`src/rtl/ahb_arbiter_slave_inst.sv`:
```
// ahb_arbiter_slave_inst: per-slave AHB arbiter with burst/lock hold; AHB_ARB_FIXED_PRIO_EN selects fixed priority
module ahb_arbiter_slave_inst #(
  parameter int CHANNEL_NUM = 4,
  parameter int IDX_W = (CHANNEL_NUM > 1) ? $clog2(CHANNEL_NUM) : 1
) (
  input  logic                        hclk,
  input  logic                        hreset,
  input  logic [CHANNEL_NUM-1:0]      hreq,
  input  logic [CHANNEL_NUM-1:0][1:0] htrans,
  input  logic [CHANNEL_NUM-1:0][2:0] hburst,
  input  logic [CHANNEL_NUM-1:0]      hmastlock,
  input  logic                        hready,
  output logic [CHANNEL_NUM-1:0]      sel_addr,
  output logic [CHANNEL_NUM-1:0]      sel_data,
  output logic [IDX_W-1:0]            hmaster
);
  logic [CHANNEL_NUM-1:0] sel_addr_q, sel_addr_d, sel_data_q, sel_data_d;
  logic [IDX_W-1:0]       hmaster_q, hmaster_d, win;
  logic [3:0]             rem_q, rem_d, len_m1;
  logic [1:0]             tr;
  logic [2:0]             bu;
  logic                   fixed, hold, arb;
`ifndef AHB_ARB_FIXED_PRIO_EN
  logic [IDX_W-1:0]       last_q, last_d, cand;
`endif
  // owner's transfer decode: beats left after this edge and whether the grant must stay put
  always_comb begin
    tr = htrans[hmaster_q];
    bu = hburst[hmaster_q];
    fixed = |bu[2:1];
    len_m1 = (bu[2:1] == 2'b01) ? 4'd3 : (bu[2:1] == 2'b10) ? 4'd7 : 4'd15;
    rem_d = !hready ? rem_q :
            (tr == 2'b10 && fixed) ? len_m1 :
            (tr == 2'b11) ? ((rem_q == 4'd0) ? 4'd0 : rem_q - 4'd1) :
            (tr == 2'b01) ? rem_q : 4'd0;
    hold = hmastlock[hmaster_q] | (rem_d != 4'd0) | (tr == 2'b01) | (bu == 3'b001 && tr[1]);
  end
  // winner search; later loop iterations overwrite earlier ones so the highest-priority requester lands last
  always_comb begin
    win = '0;
`ifdef AHB_ARB_FIXED_PRIO_EN
    for (int i = CHANNEL_NUM - 1; i >= 0; i--)
      if (hreq[i]) win = IDX_W'(i);
`else
    cand = '0;
    for (int i = CHANNEL_NUM; i >= 1; i--) begin
      cand = IDX_W'((int'(last_q) + i) % CHANNEL_NUM);
      if (hreq[cand]) win = cand;
    end
`endif
  end
  // next-state: everything freezes while the slave stalls; grant moves only on an unheld accepted edge
  always_comb begin
    arb = hready & ~hold & (|hreq);
    sel_data_d = hready ? sel_addr_q : sel_data_q;
    sel_addr_d = arb ? (CHANNEL_NUM'(1) << win) : sel_addr_q;
    hmaster_d = arb ? win : hmaster_q;
`ifndef AHB_ARB_FIXED_PRIO_EN
    last_d = arb ? win : last_q;
`endif
  end
  // state registers with synchronous reset parking channel 0
  always_ff @(posedge hclk) begin
    if (hreset) begin
      sel_addr_q <= CHANNEL_NUM'(1);
      sel_data_q <= '0;
      hmaster_q <= '0;
      rem_q <= '0;
`ifndef AHB_ARB_FIXED_PRIO_EN
      last_q <= '0;
`endif
    end else begin
      sel_addr_q <= sel_addr_d;
      sel_data_q <= sel_data_d;
      hmaster_q <= hmaster_d;
      rem_q <= rem_d;
`ifndef AHB_ARB_FIXED_PRIO_EN
      last_q <= last_d;
`endif
    end
  end
  assign sel_addr = sel_addr_q;
  assign sel_data = sel_data_q;
  assign hmaster = hmaster_q;
endmodule

```
`config.mk`:
```
export PLATFORM = sky130hd
export DESIGN_NAME = ahb_arbiter_slave_inst
export DESIGN_NICKNAME = d
export VERILOG_FILES = /design/src/rtl/ahb_arbiter_slave_inst.sv
export SDC_FILE = /design/constraint.sdc
export NUM_CORES = 1
export LEC_CHECK = 0
export ABC_AREA = 1
export BUFFER_PORTS_ARGS = -buffer_cell sky130_fd_sc_hd__buf_4
export CORE_MARGIN = 3
export CORE_UTILIZATION = 50
export DETAILED_ROUTE_END_ITERATION = 8
export GPL_ROUTABILITY_DRIVEN = 0
export PLACE_DENSITY = 0.88
export SKIP_LAST_GASP = 1
export SLEW_MARGIN = 5
export SYNTH_ARGS = -nofsm -noshare
export SYNTH_HDL_FRONTEND = slang
export SYNTH_SLANG_ARGS = --single-unit
```
`constraint.sdc`:
```
create_clock -name hclk -period 2.8 [get_ports hclk]
set_input_delay 0.28 -clock hclk [delete_from_list [all_inputs] [get_ports hclk]]
set_output_delay 0.28 -clock hclk [all_outputs]
set_load 0.02 [all_outputs]
```
==> Yosys cells after proc, flatten, opt, wreduce, memory -nomap -nowiden <==
Cells that the tools add are included.
W data, S select, Z words.
{ "word_totals": {"register_bits": 14, "latch_bits": 0, "ram_bits": 0, "rom_bits": 0, "inputBits": 31, "out_inout_bits": 10, "elab_cells": 58, "memories": 0} }
{ "classes": {"n_addsub": 5, "multipliers": 0, "div": 0, "n_lt_le_gt_ge": 5, "n_eq_ne": 6, "n_shift": 1, "muxes": 25, "bitwise_logic": 6, "n_reduce_logical": 6} }
{ "ops": {"columns": ["operator", "count"], "rows": [
  ["$mux W4", 7],
  ["$lt A2 B3 Y1 const B", 5],
  ["$bmux W1 S2", 5],
  ["$mux W2", 5],
  ["$bmux W3 S2", 1],
  ["$eq A2 B2 Y1 const B", 3],
  ["$mux W1", 5],
  ["$add A2 B1 Y2 const B", 2],
  ["$add A2 B2 Y2 const B", 2],
  ["$bmux W2 S2", 1],
  ["$eq A2 B1 Y1 const B", 2],
  ["$logic_not A4 Y1", 1],
  ["$reduce_bool A4 Y1", 1],
  ["$reduce_or A4 Y1", 1],
  ["$shl A1 B2 Y4 const A", 1],
  ["$sub A4 B1 Y4 const B", 1],
  ["$eq A3 B1 Y1 const B", 1],
  ["$mux W3", 1],
  ["$or A1 B1 Y1", 3],
  ["$and A1 B1 Y1", 2],
  ["$logic_and A1 B1 Y1", 2],
  ["$reduce_or A2 Y1", 1],
  ["$not A1 Y1", 1]
]} }

==> Longest topological paths before layout <==
{ "logic_depth": {"depth_word": 14, "ltp_mapped": 16, "ltp_nobuf": 15} }

==> Worst setup path after synthesis <==
Ideal clock, no wire load.
{ "synth_path": {"path_kind": "reg-to-reg", "start": "reg last_q[0]", "end": "reg sel_addr_q[1] (netlist: sel_addr[1])", "setup_time_ns": 0.132, "t_arrival_ns": 1.963, "required_ns": 2.668, "path_slack_ns": 0.705, "path_stages_with_launch": 15, "n_path_buf": 2, "synth_period_minus_slack_ns": 2.095, "path_cell_list": "dfxtp_1 > buf_6 > buf_8 > nor2_8 > nand2_1 > nand2_1 > nor2_1 > ha_1 > or2_2 > nor2_1 > a21oi_1 > nand2_1 > nor2_4 > nand3_1 > a21oi_1"} }
{ "synth_via": {"elab_chain_cells": 14, "word_cells_on_any_way": 45, "cone_classes": "4 x add/sub; 6 x eq/ne; 1 x shift; 24 x mux; 6 x bitwise; 4 x reduce/logical"} }
{ "synth_rtl": {"columns": ["element", "line", "source"], "rows": [
  ["from (decl)", "24", "logic [IDX_W-1:0] last_q, last_d, cand;"],
  ["from (signal assigned)", "78", "last_q <= last_d;"],
  ["$bmux W2 S2 / $bmux W3 S2 (equally long branches)", null, null],
  ["$mux W2 / $mux W3 (equally long branches)", null, null],
  ["$eq A2 B1 Y1 / $eq A2 B2 Y1 (equally long branches)", null, null],
  ["$mux W4, on equally long branches (2 in series)", null, null],
  ["$mux W4 (2 in series)", null, null],
  ["$reduce_bool A4 Y1", null, null],
  ["$or A1 B1 Y1 (3 in series)", null, null],
  ["$not A1 Y1", null, null],
  ["$and A1 B1 Y1 (2 in series)", null, null],
  ["to (signal assigned)", "73", "sel_addr_q <= sel_addr_d;"],
  ["to (decl)", "17", "logic [CHANNEL_NUM-1:0] sel_addr_q, sel_addr_d, sel_data_q, sel_data_d;"]
]} }
Several ways; a longest one is shown, not always the timed one. The select of a mux whose other input is x is not followed.
A chain may end at the register's enable or synchronous reset.

==> Worst setup path after layout <==
{ "layout_path": {"start": "reg last_q[0]", "end": "reg sel_addr_q[0] (netlist: sel_addr[0])"} }
The elaborated chain is that of the path after synthesis.

==> flow_metrics.env <==
export IMPL_antenna_cells=0
export IMPL_total_power_mw=0.885
export IMPL_cts_tree="done"
export IMPL_max_stage_delay_ns=0.67
export IMPL_criticalPathCategory="reg2reg"
export IMPL_synth_commonest_cells="nand2_1, nand3_1, nor2_1"
export IMPL_cts_root_buf="clkbuf_4"
export IMPL_netlist_instances=218
export IMPL_netSwitchingPower_mw=0.421
export IMPL_power_density_nw_per_um2=567
export IMPL_crit_buf_inv=2
export IMPL_avgRoutedWirePerCell_um=11.0
export IMPL_combPwrFrac_pct=57.9
export IMPL_grt_start_max_net_pins=15
export IMPL_crit_chain="buf_4, nand3_1, nand2_1, nor2_1, ha_1, inv_1, nand3_2, o21ai_1, nor2_1, nor2_4, nand3_2, nand2_1, nand3_1"
export IMPL_clkPwrFrac_pct=12.9
export IMPL_syn_to_final_growth_pct=25.5
export IMPL_worst_slew_pin_slew_ns=0.547
export IMPL_finClkSkew_ns=0.0104
export IMPL_synth_top_flop_cell="dfxtp_1"
export IMPL_grt_antenna_before_repair=0
export IMPL_layout_drive_gt1_share_pct=23.7
export IMPL_placed_cell_area_um2=1540
export IMPL_synth_edf_count=0
export IMPL_cts_sinks=14
export IMPL_seq_area_frac_synth_pct=22.5
export IMPL_clk_insertion_delay_late_ns=0.29
export IMPL_clock_path_buffers=2
export IMPL_sequentialPowerShare_pct=29.3
export IMPL_initial_utilization_pct=54.6
export IMPL_die_w_um=55.9
export IMPL_dieHeight_um=55.9
export IMPL_end_kind="flop"
export IMPL_arrival_ns=2.58
export IMPL_num_rows=17
export IMPL_slew_headroom_pct=63.5
export IMPL_ctsResizeCount=0
export IMPL_crit_fanout=12
export IMPL_rsz0062_at_grt="no"
export IMPL_finalHoldViolCount=0
export IMPL_die_area_um2=3120
export IMPL_outcome="completed"
export IMPL_synth_warnings=0
export IMPL_drtIter0Drc=45
export IMPL_ant_nets=0
export IMPL_ys_async_sr_fraction_pct=0
export IMPL_viasPerCell=5.15
export IMPL_crit_family="simple AND/OR/NAND/NOR gates"
export IMPL_synthTopCellsByArea="dfxtp_1, nand2_1, nand3_1, nor2_1, inv_1"
export IMPL_grt_usage_pct=20.7
export IMPL_stdcell_area_um2=1560
export IMPL_drc=0
export IMPL_leakage_nw=0.836
export IMPL_htreeDepth=1
export IMPL_drv_slew=0
export IMPL_drv_cap=0
export IMPL_ioPinCount=41
export IMPL_yosys_area_top_type="dfxtp_1"
export IMPL_ir_worst_vdd_mv=0.551
export IMPL_drt_first_pass_iters=4
export IMPL_synth_fp_nets=251
export IMPL_core_um2=2280
export IMPL_fin_crit_ns=2.41
export IMPL_post_cts_buffers=0
export IMPL_dpl_hpwl_um=2430
export IMPL_start_kind="flop"
export IMPL_hold_class="in2reg"
export IMPL_hold_buffers=0
export IMPL_grt_pass1_wl_um=5290
export IMPL_p_int_mw=0.464
export IMPL_ys_ff_latch=14
export IMPL_portBuffers=40
export IMPL_grt_pass1_vias=1314
export IMPL_clk_pin_slew_ns=0.08
export IMPL_syn_area_um2=1240
export IMPL_setup_viol=0
export IMPL_yosys_area_top_type_share_pct=22.5
export IMPL_min_period_over_period_pct=86.1
export IMPL_finalSetupTns_ns=0
export IMPL_synth_area_per_cell_um2=5.71
export IMPL_vias=1467
export IMPL_layout_nets=292
export IMPL_cts_inserted_buffers=3
export IMPL_synth_cell_types=22
export IMPL_max_clock_freq_mhz=415
export IMPL_required_ns=2.97
export IMPL_drt_total_wl_um=3130
export IMPL_yosysMostFrequentCell="nand2_1"
export IMPL_worst_path_max_delay_cell="dfxtp_1"
export IMPL_grt_remaining_overflow=0
export IMPL_switching_share_pct=47.5
## cell type report
type	instances	area [µm²]
Timing Repair Buffer	43	323
Tap cell	28	35.0
Inverter	20	75.1
Sequential cell	14	280
Multi-Input combinational cell	177	825
Fill cell	201	716
Clock buffer	3	22.5
## power groups by stage
stage	sequential (mW)	clock, mW	combinational (mW)
final	0.259	0.114	0.512
after global routing	0.264	0.126	0.577
after CTS	0.259	0.117	0.510
after detailed placement	0.263	0	0.507
after global placement	0.262	0	0.502
after floorplan	0.269	0	0.384
## path summary, 6_finish.rpt
path | startpoint | cells after the start | endpoint | slack [ns]
min reg2reg | sel_addr[2] | 2 | sel_addr[2] | 0.49
max reg2reg | last_q[0] | 13 | sel_addr[0] | 0.39
max | last_q[0] | 13 | sel_addr[0] | 0.39
min | hreset | 2 | last_q[0] | 0.23
## stage by stage
stage / utilization (%) / hold slack (ns) / instances / worst slack (ns)
6_report: 68.6 / 0.231 / 285 / 0.389
5_1_grt: 68.6 / 0.222 / 285 / 0.200
4_1_cts: 68.6 / 0.218 / 285 / 0.432
3_5_place_dp: 67.6 / 0.479 / 282 / 0.461
3_3_place_gp: 67.6 / 0.477 / 282 / 0.526
2_1_floorplan: - / 0.493 / 218 / 0.705
## cell families after synthesis
group / after synthesis / synth area share, %
adders and majority gates: 2 / 2.01
DFF: 14 / 22.5
buffers and inverters: 27 / 11.2
and+or+nand+nor: 155 / 56.2
AOI/OAI and AO/OA: 20 / 8.05
## sequential cells by signal (all words and copies together) (netlist names)
name      flops
rem_q         4
last_q        2
sel_data      4
sel_addr      4
## layer usage
layer	routed length, µm	GRT usage [%]
met5	0	0
met4	41	7.80
met3	141	4.87
met2	1510	35.5
met1	1430	25.0
## cells in the final DEF (no fill, tap or decap)
cell type	synthesis	layout
nand2_1	74	74
clkbuf_4	0	3
inv_2	2	2
nand3_2	3	3
buf_4	1	43
nor3_1	1	1
nand2_2	5	5
ha_1	2	2
or2_2	1	1
dfxtp_1	14	14
nand3_1	35	35
nor2_4	2	2
nand4_1	2	2
nor2_8	1	1
nor2_2	1	1
o21ai_0	7	7
a21oi_1	11	11
nor2_1	30	30
o21ai_1	2	2
inv_1	18	18
Note: power is estimated with default switching activity, not from simulation.
